==> src/rtl/fc3_tree_seq.sv <==
// Chunk sequencer for the fc3 adder tree: steps the tree input mux over the
// chunks of one vector, tracks them through the tree latency and sums the results.
module fc3_tree_seq #(
  parameter int NCHK = 4,
  parameter int TWID = 22,
  parameter int LAT  = 6,
  parameter int SWID = (NCHK > 1) ? $clog2(NCHK) : 1,
  parameter int LWID = $clog2(NCHK + 1),
  parameter int AWID = TWID + ((NCHK > 1) ? $clog2(NCHK) : 1)
) (
  input  logic            clk,
  input  logic            rst_n,
  input  logic            iStart,
  input  logic [LWID-1:0] iLen,
  output logic            oBusy,
  output logic            oIssue,
  output logic [SWID-1:0] oSel,
  input  logic [TWID-1:0] tData,
  output logic [AWID-1:0] oData,
  output logic            oValid,
  input  logic            oReady
);

  localparam logic [1:0] ST_IDLE  = 2'd0;
  localparam logic [1:0] ST_ISSUE = 2'd1;
  localparam logic [1:0] ST_DRAIN = 2'd2;
  localparam logic [1:0] ST_DONE  = 2'd3;

  localparam logic [LWID-1:0] LEN_MAX = LWID'(NCHK);

  // A zero or oversized request means a full-length vector.
  function automatic logic [LWID-1:0] clamp_len(input logic [LWID-1:0] len);
    if ((len == '0) || (len > LEN_MAX)) begin
      return LEN_MAX;
    end
    return len;
  endfunction

  // Unsigned accumulate; anything above AWID wraps away.
  function automatic logic [AWID-1:0] acc_add(input logic [AWID-1:0] acc,
                                               input logic [TWID-1:0] term);
    return acc + AWID'(term);
  endfunction

  logic [1:0]      state_q, state_d;
  logic [LWID-1:0] len_q, len_d;
  logic [SWID-1:0] idx_q, idx_d;
  logic [LWID-1:0] cnt_q, cnt_d;
  logic [AWID-1:0] acc_q, acc_d;
  logic [LAT-1:0]  trk_q, trk_d;

  logic issue;
  logic ret;
  logic idx_last;

  assign issue    = (state_q == ST_ISSUE);
  assign ret      = trk_q[LAT-1];
  assign idx_last = (LWID'(idx_q) == (len_q - LWID'(1)));

  assign oBusy  = (state_q != ST_IDLE);
  assign oIssue = issue;
  assign oSel   = issue ? idx_q : '0;
  assign oValid = (state_q == ST_DONE);
  assign oData  = acc_q;

  // In-flight tracker: bit LAT-1 marks the cycle a chunk's sum is on tData.
  always_comb begin
    trk_d    = '0;
    trk_d[0] = issue;
    for (int i = 1; i < LAT; i++) begin
      trk_d[i] = trk_q[i-1];
    end
  end

  always_comb begin
    state_d = state_q;
    len_d   = len_q;
    idx_d   = idx_q;
    cnt_d   = cnt_q;
    acc_d   = acc_q;

    if (ret) begin
      acc_d = acc_add(acc_q, tData);
      cnt_d = cnt_q + LWID'(1);
    end

    case (state_q)
      ST_IDLE: begin
        if (iStart) begin
          len_d   = clamp_len(iLen);
          acc_d   = '0;
          cnt_d   = '0;
          idx_d   = '0;
          state_d = ST_ISSUE;
        end
      end
      ST_ISSUE: begin
        idx_d = idx_q + SWID'(1);
        if (idx_last) begin
          idx_d   = '0;
          state_d = ST_DRAIN;
        end
      end
      ST_DRAIN: begin
        if (ret && (cnt_d == len_q)) begin
          state_d = ST_DONE;
        end
      end
      ST_DONE: begin
        if (oReady) begin
          state_d = ST_IDLE;
        end
      end
      default: state_d = ST_IDLE;
    endcase
  end

  always_ff @(posedge clk) begin
    if (!rst_n) begin
      state_q <= ST_IDLE;
      len_q   <= '0;
      idx_q   <= '0;
      cnt_q   <= '0;
      acc_q   <= '0;
      trk_q   <= '0;
    end else begin
      state_q <= state_d;
      len_q   <= len_d;
      idx_q   <= idx_d;
      cnt_q   <= cnt_d;
      acc_q   <= acc_d;
      trk_q   <= trk_d;
    end
  end

endmodule

==> config.mk <==
export PLATFORM = sky130hd
export DESIGN_NAME = fc3_tree_seq
export DESIGN_NICKNAME = d
export VERILOG_FILES = /design/src/rtl/fc3_tree_seq.sv
export SDC_FILE = /design/constraint.sdc
export NUM_CORES = 1
export LEC_CHECK = 0
export ABC_AREA = 1
export BUFFER_PORTS_ARGS = -buffer_cell sky130_fd_sc_hd__buf_4
export CAP_MARGIN = 10
export CORE_ASPECT_RATIO = 0.7
export CORE_MARGIN = 2
export CORE_UTILIZATION = 61
export CTS_CLUSTER_SIZE = 25
export DETAILED_ROUTE_END_ITERATION = 8
export PLACE_DENSITY = 0.86
export SYNTH_ARGS = -nofsm -noshare
export SYNTH_HDL_FRONTEND = slang
export SYNTH_SLANG_ARGS = --single-unit
==> constraint.sdc <==
create_clock -name clk -period 3.55 [get_ports clk]
set_input_delay 0.1775 -clock clk [delete_from_list [all_inputs] [get_ports clk]]
set_output_delay 0.1775 -clock clk [all_outputs]
set_load 0.02 [all_outputs]
# ---- Yosys cells after proc, flatten, opt, wreduce, memory -nomap -nowiden
# Cells that the tools add are included.
dict set report totals {
  reg_bits 40
  out_inout_bits 29
  wordCells 49
}
dict set report classes {
  addsub 4
  n_lt_le_gt_ge 1
  eq_ne 9
  n_mux 20
  reduce_logical 9
}
# op n
set ops {}
lappend ops {{24-bit two-way mux} 3}
lappend ops {{24-bit by 22-bit adder with 24-bit output} 1}
lappend ops {{3-bit two-way mux} 5}
lappend ops {{2-bit two-way mux} 7}
lappend ops {{2-bit one-hot mux with 4 select lines} 1}
lappend ops {{2-bit == test, second input constant} 2}
lappend ops {{2-bit by 1-bit inequality test with 1-bit output, second input constant} 2}
lappend ops {{2-bit inequality test, second input constant} 2}
lappend ops {{2-bit one-hot mux with 2 select lines} 1}
lappend ops {{2-bit AND reduction} 2}
lappend ops {{4-bit AND reduction} 1}
lappend ops {{2-bit nonzero test} 2}
lappend ops {{3-bit by 1-bit adder with 3-bit output, second input constant} 1}
lappend ops {{2-bit by 3-bit == test with 1-bit output} 1}
lappend ops {{3-bit == test} 1}
lappend ops {{3-bit greater-than comparator, second input constant} 1}
lappend ops {{3-bit logical NOT} 1}
lappend ops {{1-bit two-way mux} 3}
lappend ops {{3-bit by 1-bit subtractor with 3-bit output, second input constant} 1}
lappend ops {{2-bit by 1-bit adder with 2-bit output, second input constant} 1}
lappend ops {{2-bit by 1-bit == test with 1-bit output, second input constant} 1}
lappend ops {{2-bit logical NOT} 1}
lappend ops {{1-bit logical AND} 1}
lappend ops {{1-bit logical OR} 1}

# ---- Depth between registers and ports, before layout
# Gate-level depths: netlist of run 1.
dict set report logic_depth {
  word_depth 6
  depth_mapped 13
  ltp_nobuf 13
}

# ---- Worst setup path before layout of run 1
# Ideal clock, no wire load.
dict set report synth_path {
  path_type {register -> register}
  start {register acc_q[0] (netlist: oData[0])}
  end {register acc_q[8] (netlist: oData[8])}
  setup_time_ns 0.115
  arrival_ns 1.670
  setup_slack_ns 1.764
  stages_incl_launch_ff 10
  cell_sequence {dfxtp_1 ha_1 fa_1 nand3_1 nand3_1 inv_1 o21bai_2 xor2_1 o21ai_0 inv_1}
}
dict set report synth_between {
  elab_chain_cells 4
}
# element line
set synth_rtl {}
lappend synth_rtl {{start: declaration} 49} ;# logic [AWID-1:0] acc_q, acc_d;
lappend synth_rtl {{start signal: assignment} 124} ;# acc_q <= '0;
lappend synth_rtl {{start signal: assignment} 131} ;# acc_q <= acc_d;
lappend synth_rtl {{24-bit by 22-bit adder with 24-bit output (*)} 42} ;# return acc + AWID'(term);
lappend synth_rtl {{24-bit two-way mux (*)} 82} ;# if (ret) begin
lappend synth_rtl {{24-bit two-way mux} 89} ;# if (iStart) begin
lappend synth_rtl {{24-bit two-way mux (*)} 87} ;# case (state_q)
# Every way passes the cells marked *; elsewhere a longest branch is shown, timed or not.
# A chain may end at the register's enable or synchronous reset.

# ---- Final worst setup path of run 1
dict set report layout_path {
  start {register acc_q[0] (netlist: oData[0])}
  end {register acc_q[12] (netlist: oData[12])}
}
# Same word-level chain as after synthesis.

==> reports/metrics.cfg, run 1 <==
[outcome]
status=finished clean

[critical_path]
max_stage_delay_ps=490
worst-path-stages=12
crit_buf_inv=2
start_kind=flip-flop
setup.worst_path.end_class=flip-flop
slowest_stage=fa_1
ff2ff_path_depth=12
crit_family=adder cells
critPathKind=flip-flop to flip-flop
crit_top_cell=nand2_1
path_max_fanout=5
cp_data_required_time_ps=3760
crit_chain=ha_1, fa_1, nand3_1, nand3_1, inv_1, o21bai_2, nand2_1, nand2_1, nand2_1, nand3_1, nand2_1, inv_1
cp_data_arrival_time_ps=2160

[logic_synthesis]
synthFlopType=dfxtp_1
ys_types=32
synth-seq-cells=40
synth.yosys.seq_area_share_pct=24.04
syn_nets=631
avgSynthCellArea_um2=5.823
yosysWarnings=0
syn_inst=572
async_flop_share_pct=0
syn_area_um2=3331
synth_edf_count=0

[timing]
slew_violations=0
relSlewSlack_pct=41.44
period_needed_ps=1945
worstMarginPinSlew_ps=877.3
finClkSkew_ps=9.286
hold_viol_final=0
rsz0062_at_grt=no
timing.fmax_mhz=514.0
fin_crit_sh_pct=54.80
finalSetupTns_ps=0
setup_viol=0

[clocking]
clock_path_buffers=2
path_clk_slew_ps=90
cts_buffers=5
cts_sinks=40
cts_resized=0
clk_latency_ps=310
htreeDepth=2
cts_tree=done
post_cts_buffers=0
cts_hold_buf=0
cts_root_buffer=clkbuf_8

[global_route]
grt_pass1_vias=3355
met1_usage_pct=42.87
grt_overflow=0
grt.busiest_layer=met2
grt_max_degree=28
antenna_found_initial=0
grt_first_pass_wirelength_um=15060
gr-usage-met2_pct=50.64
grt_use_total_pct=31.24
use_met3_pct=5.929

[layout]
layout_commonest_cell=nand2_1
area_growth_pct=18.44
layout_common_cells=nand2_1 (182), inv_1 (119), nor2_1 (70), buf_4 (59)
fin_nets=689
n_antenna_cell=0
postLayoutCellArea_um2=3945
drive_gt1_share_pct=12.84
fillers=464

[die]
placementRows=22
fp.dieW_um=92.32
die-area_um2=6077
ios=58
start_util_pct=63.35
core_um2=5258
die_h_um=65.83

[min_path]
hold_path_class=input port to flip-flop
hold_depth=3

[detailed_routing]
dr.pass1.iters=5
drtAntennaViolNets=0
vias_per_cell=5.259
wl_um=9203
vias=3697
route.detailed.drc=0
drt_iter0_markers=258
wire_per_inst_um=13.09

[place]
place_congestion=0.9057
dp_hpwl_um=7331
io_buffers=57
place_area_um2=3824

[pwr]
power_density_nw_per_um2=331.1
p_leak_nw=2.320
irDropWorstVdd_v=0.0004159

[flow_run]
cap_violations=0

-- layer usage --
layer / wire length [µm] / part of all wire [%] / vias up
li1: - / - / 1869
met1: 4305 / 47 / 1664
met2: 4031 / 44 / 152
met3: 742 / 8.1 / 12
met4: 124 / 1.3 / 0
met5: 0 / 0 / -
-- state kept, by name (all words and copies together) (netlist names) --
signal and count:
cnt_q 3, idx_q 2, len_q 3, oData 24, state_q 2, trk_q 6
-- cells by family (layout without fill, tap and decap cells) --
logic type      after synthesis  in the layout  synth area share (%)
simple gates                322            322                 40.46
buf+inv                     128            187                 14.73
compound gates               47             47                 7.964
flops                        40             40                 24.04
fa+ha+maj                    30             30                 11.50
xor+xnor                      5              5                 1.315
-- power breakdown --
part	total, W	leakage (nW)	switching, W	internal, W
registers	0.000506	0.323	0.0000282	0.000478
clock network	0.000416	0.0614	0.000186	0.000230
logic	0.000384	1.94	0.000238	0.000146
-- path summary, 6_finish.rpt --
check	endpoint	start	slack, ps
worst max register to register	oData[12]	oData[0]	1600
worst min-delay path	len_q[0]	iLen[0]	120
worst min register to register	trk_q[2]	trk_q[1]	420
worst max-delay path	oData[12]	oData[0]	1600
-- synth_stat cells, types with 3 or more instances --
cell type,instances,area share (%)
nand2_1,182,21
inv_1,119,13
nor2_1,70,7.9
dfxtp_1,40,24
nand3_1,40,6.0
ha_1,29,11
a21oi_1,23,3.5
o21ai_0,11,1.7
nand4_1,10,1.9
o211ai_1,7,1.6
buf_2,5,0.75
nand2_2,3,0.56
nand3b_1,3,0.68
nor2_2,3,0.56
nor3_1,3,0.45
xor2_1,3,0.79
-- stage by stage --
stage | hold slack (ps) | util, % | worst slack, ps | std cells | total power, W
2_1_floorplan | 318.3 | - | 1764 | 572 | 0.0007711
3_3_place_gp | 393.5 | 72.73 | 1718 | 695 | 0.0008802
3_5_place_dp | 405.4 | 72.73 | 1635 | 695 | 0.0008930
4_1_cts | 117.3 | 75.04 | 1624 | 703 | 0.001303
5_1_grt | 124.6 | 75.04 | 1453 | 703 | 0.001379
6_report | 119.9 | 75.04 | 1605 | 703 | 0.001306
-- worst reg2reg max path: cells and delay by family (launching register included) --
family	cells	cell delay, ps
flops	1	340
fa+ha+maj	2	720
compound gates	1	90
buf+inv	2	150
simple gates	7	580
-- cell type report --
| class | count | area, µm² | share of cell area (%) |
|---|---|---|---|
| Clock buffer | 6 | 82.58 | 2.093 |
| Clock inverter | 2 | 38.79 | 0.9832 |
| Inverter | 120 | 450.4 | 11.42 |
| Multi-Input combinational cell | 404 | 2039 | 51.70 |
| Sequential cell | 40 | 800.8 | 20.30 |
| Tap cell | 72 | 90.09 | 2.284 |
| Timing Repair Buffer | 59 | 442.9 | 11.23 |
Power figures use the tool's default switching activity.
==> run 2, diff against run 1 <==
CORE_UTILIZATION = 52   (was 61)
PLACE_DENSITY = 0.78   (was 0.86)
clock period = 1.75 ns   (was 3.55 ns; I/O delays follow)
==> reports/metrics.cfg, run 2 (synthesized netlist as in run 1, its figures left out) <==
[clocking]
cts_tree=done
htreeDepth=2  ; unchanged
cts_sinks=40  ; unchanged
path_clk_slew_ps=90  ; about the same
cts_hold_buf=0  ; unchanged
cts_root_buffer=clkbuf_8
cts_buffers=5  ; unchanged
clk_latency_ps=300  ; about the same
clock_path_buffers=2  ; unchanged

[die]
start_util_pct=53.58  ; -9.8 points
core_um2=6216  ; +18%
die_h_um=70.96  ; +7.8%
ios=58  ; unchanged
fp.dieW_um=99.66  ; +7.9%
placementRows=24  ; +9.1%
die-area_um2=7072  ; +16%

[timing]
fin_crit_sh_pct=96.89  ; +42 points
slew_violations=0  ; unchanged
setup_viol=0  ; unchanged
relSlewSlack_pct=76.92  ; +35 points
worstMarginPinSlew_ps=345.7  ; -531.5 ps
setup_slack_ps=54.38  ; -1550 ps
timing.fmax_mhz=589.8  ; +15%
finClkSkew_ps=8.808  ; -0.4776 ps
hold_viol_final=0  ; unchanged
period_needed_ps=1696  ; -249.8 ps
rsz0062_at_grt=yes

[critical_path]
cp_data_required_time_ps=1960  ; -1800 ps
crit_family=adder cells
start_kind=flip-flop
critPathCapture=oData[16]
path_max_fanout=5  ; unchanged
ff2ff_path_depth=12  ; unchanged
slowest_stage=fa_2
critPathKind=flip-flop to flip-flop
worst-path-stages=12  ; unchanged
rr_startpoint=oData[0]
setup.worst_path.end_class=flip-flop
r2r_end=oData[16]
cp_data_arrival_time_ps=1910  ; -250 ps
max_stage_delay_ps=390  ; -100 ps
r2r_slack_ps=50  ; -1550 ps
crit_buf_inv=2  ; unchanged
cp-startpoint=oData[0]
crit_chain=ha_4, fa_2, nand3_2, nand3_2, inv_2, o21bai_4, nand2_2, nand2_1, nand2_1, nand3_2, nand2_1, inv_1

[pwr]
power_density_nw_per_um2=600.2  ; +81%
irDropWorstVdd_v=0.0007007  ; +68%
p_leak_nw=2.413  ; +4.0%

[detailed_routing]
wl_um=9502  ; +3.2%
wire_per_inst_um=13.07  ; -0.16%
drt_iter0_markers=228  ; -12%
drtAntennaViolNets=0  ; unchanged
route.detailed.drc=0  ; unchanged
vias_per_cell=5.127  ; -2.5%
dr.pass1.iters=7  ; +2
vias=3727  ; +0.81%

[flow_run]
cap_violations=0  ; unchanged

[global_route]
grt_overflow=0  ; unchanged
grt_max_degree=22  ; -21%
grt_use_total_pct=25.59  ; -5.6 points
grt_pass1_vias=3231  ; -3.7%
antenna_found_initial=0  ; unchanged
grt_first_pass_wirelength_um=14570  ; -3.2%

[layout]
n_antenna_cell=0  ; unchanged
fillers=530  ; +14%
multi_input_area_um2=2381  ; +17%
layout_common_cells=nand2_1 (174), inv_1 (118), buf_4 (77), nor2_1 (66), nand3_1 (35)
layout_commonest_cell=nand2_1
drive_gt1_share_pct=23.57  ; +11 points
fin_nets=707  ; +2.6%
largest_reg_flops=24  ; unchanged
seq_area_um2=810.8  ; +1.3%
area_growth_pct=32.87
final_util_pct=71.20  ; -3.8 points

[place]
place_ws_ps=-15.50  ; -1650 ps
io_buffers=57  ; unchanged
place_congestion=0.9413  ; +3.9%
dp_hpwl_um=7160  ; -2.3%

[min_path]
hold_path_class=input port to flip-flop

[outcome]
status=finished clean

## run 2: changes by cell type in the layout (fill, tap and decap cells not counted), sizes merged
| cell | previous run | this run |
|---|---|---|
| buf | 59 | 77 |
## run 2: per-layer routing
metal	vias to the layer above	global-route usage [%]	routed length (µm)
li1	1909	-	-
met1	1666	36.97	4503
met2	141	40.69	4241
met3	11	4.545	695
met4	0	4.414	62
met5	-	0	0
## run 2: tightest hold or removal path: stages
cell     delay [ps]
buf_4            80
nand4_1          70
o21ai_0          60
## run 2: through the flow
step | cells | total power [W] | hold WS, ps | instance area [µm²] | TNS, ps
after floorplan | 572 | 0.001564 | 228.3 | 3333 | 0
final | 727 | 0.002656 | 36.21 | 4425 | 0
after global routing | 727 | 0.002799 | 40.38 | 4425 | -185.6
after global placement | 719 | 0.001798 | 344.8 | 3969 | -31.38
after detailed placement | 719 | 0.001826 | 361.4 | 3969 | -39.72
after CTS | 727 | 0.002610 | 41.67 | 4109 | -4.744
## run 2: how the worst min path moves through the flow
| stage | end | cells past startpoint | start |
|---|---|---|---|
| 6_report | len_q[1] | 3 | iLen[1] |
| 5_1_grt | len_q[1] | 3 | iLen[1] |
| 4_1_cts | len_q[1] | 3 | iLen[1] |
| 3_5_place_dp | len_q[1] | 3 | iLen[1] |
| 3_3_place_gp | len_q[0] | 3 | iLen[0] |
| 2_1_floorplan | idx_q[1] | 2 | rst_n |
## run 2: report_power, final
group          leakage (nW)  switching [W]  internal (W)
Combinational          2.03       0.000508      0.000341
Sequential            0.328      0.0000530      0.000969
Clock                0.0552       0.000361      0.000424
Total                  2.41       0.000922       0.00173
## run 2: cell type report
type                            count  area share, %
Timing Repair Buffer               77          13.06
Multi-Input combinational cell    404          53.80
Clock inverter                      2         0.7916
Inverter                          120          10.18
Clock buffer                        6          1.640
Sequential cell                    40          18.32
Tap cell                           78          2.205
## run 2: what timing repair did
| action | CTS | global route |
|---|---|---|
| endpoints found under the setup margin | 6 | 19 |
| setup buffers | 0 | 0 |
| resized for setup | 11 | 58 |
| pin swaps | 1 | 10 |
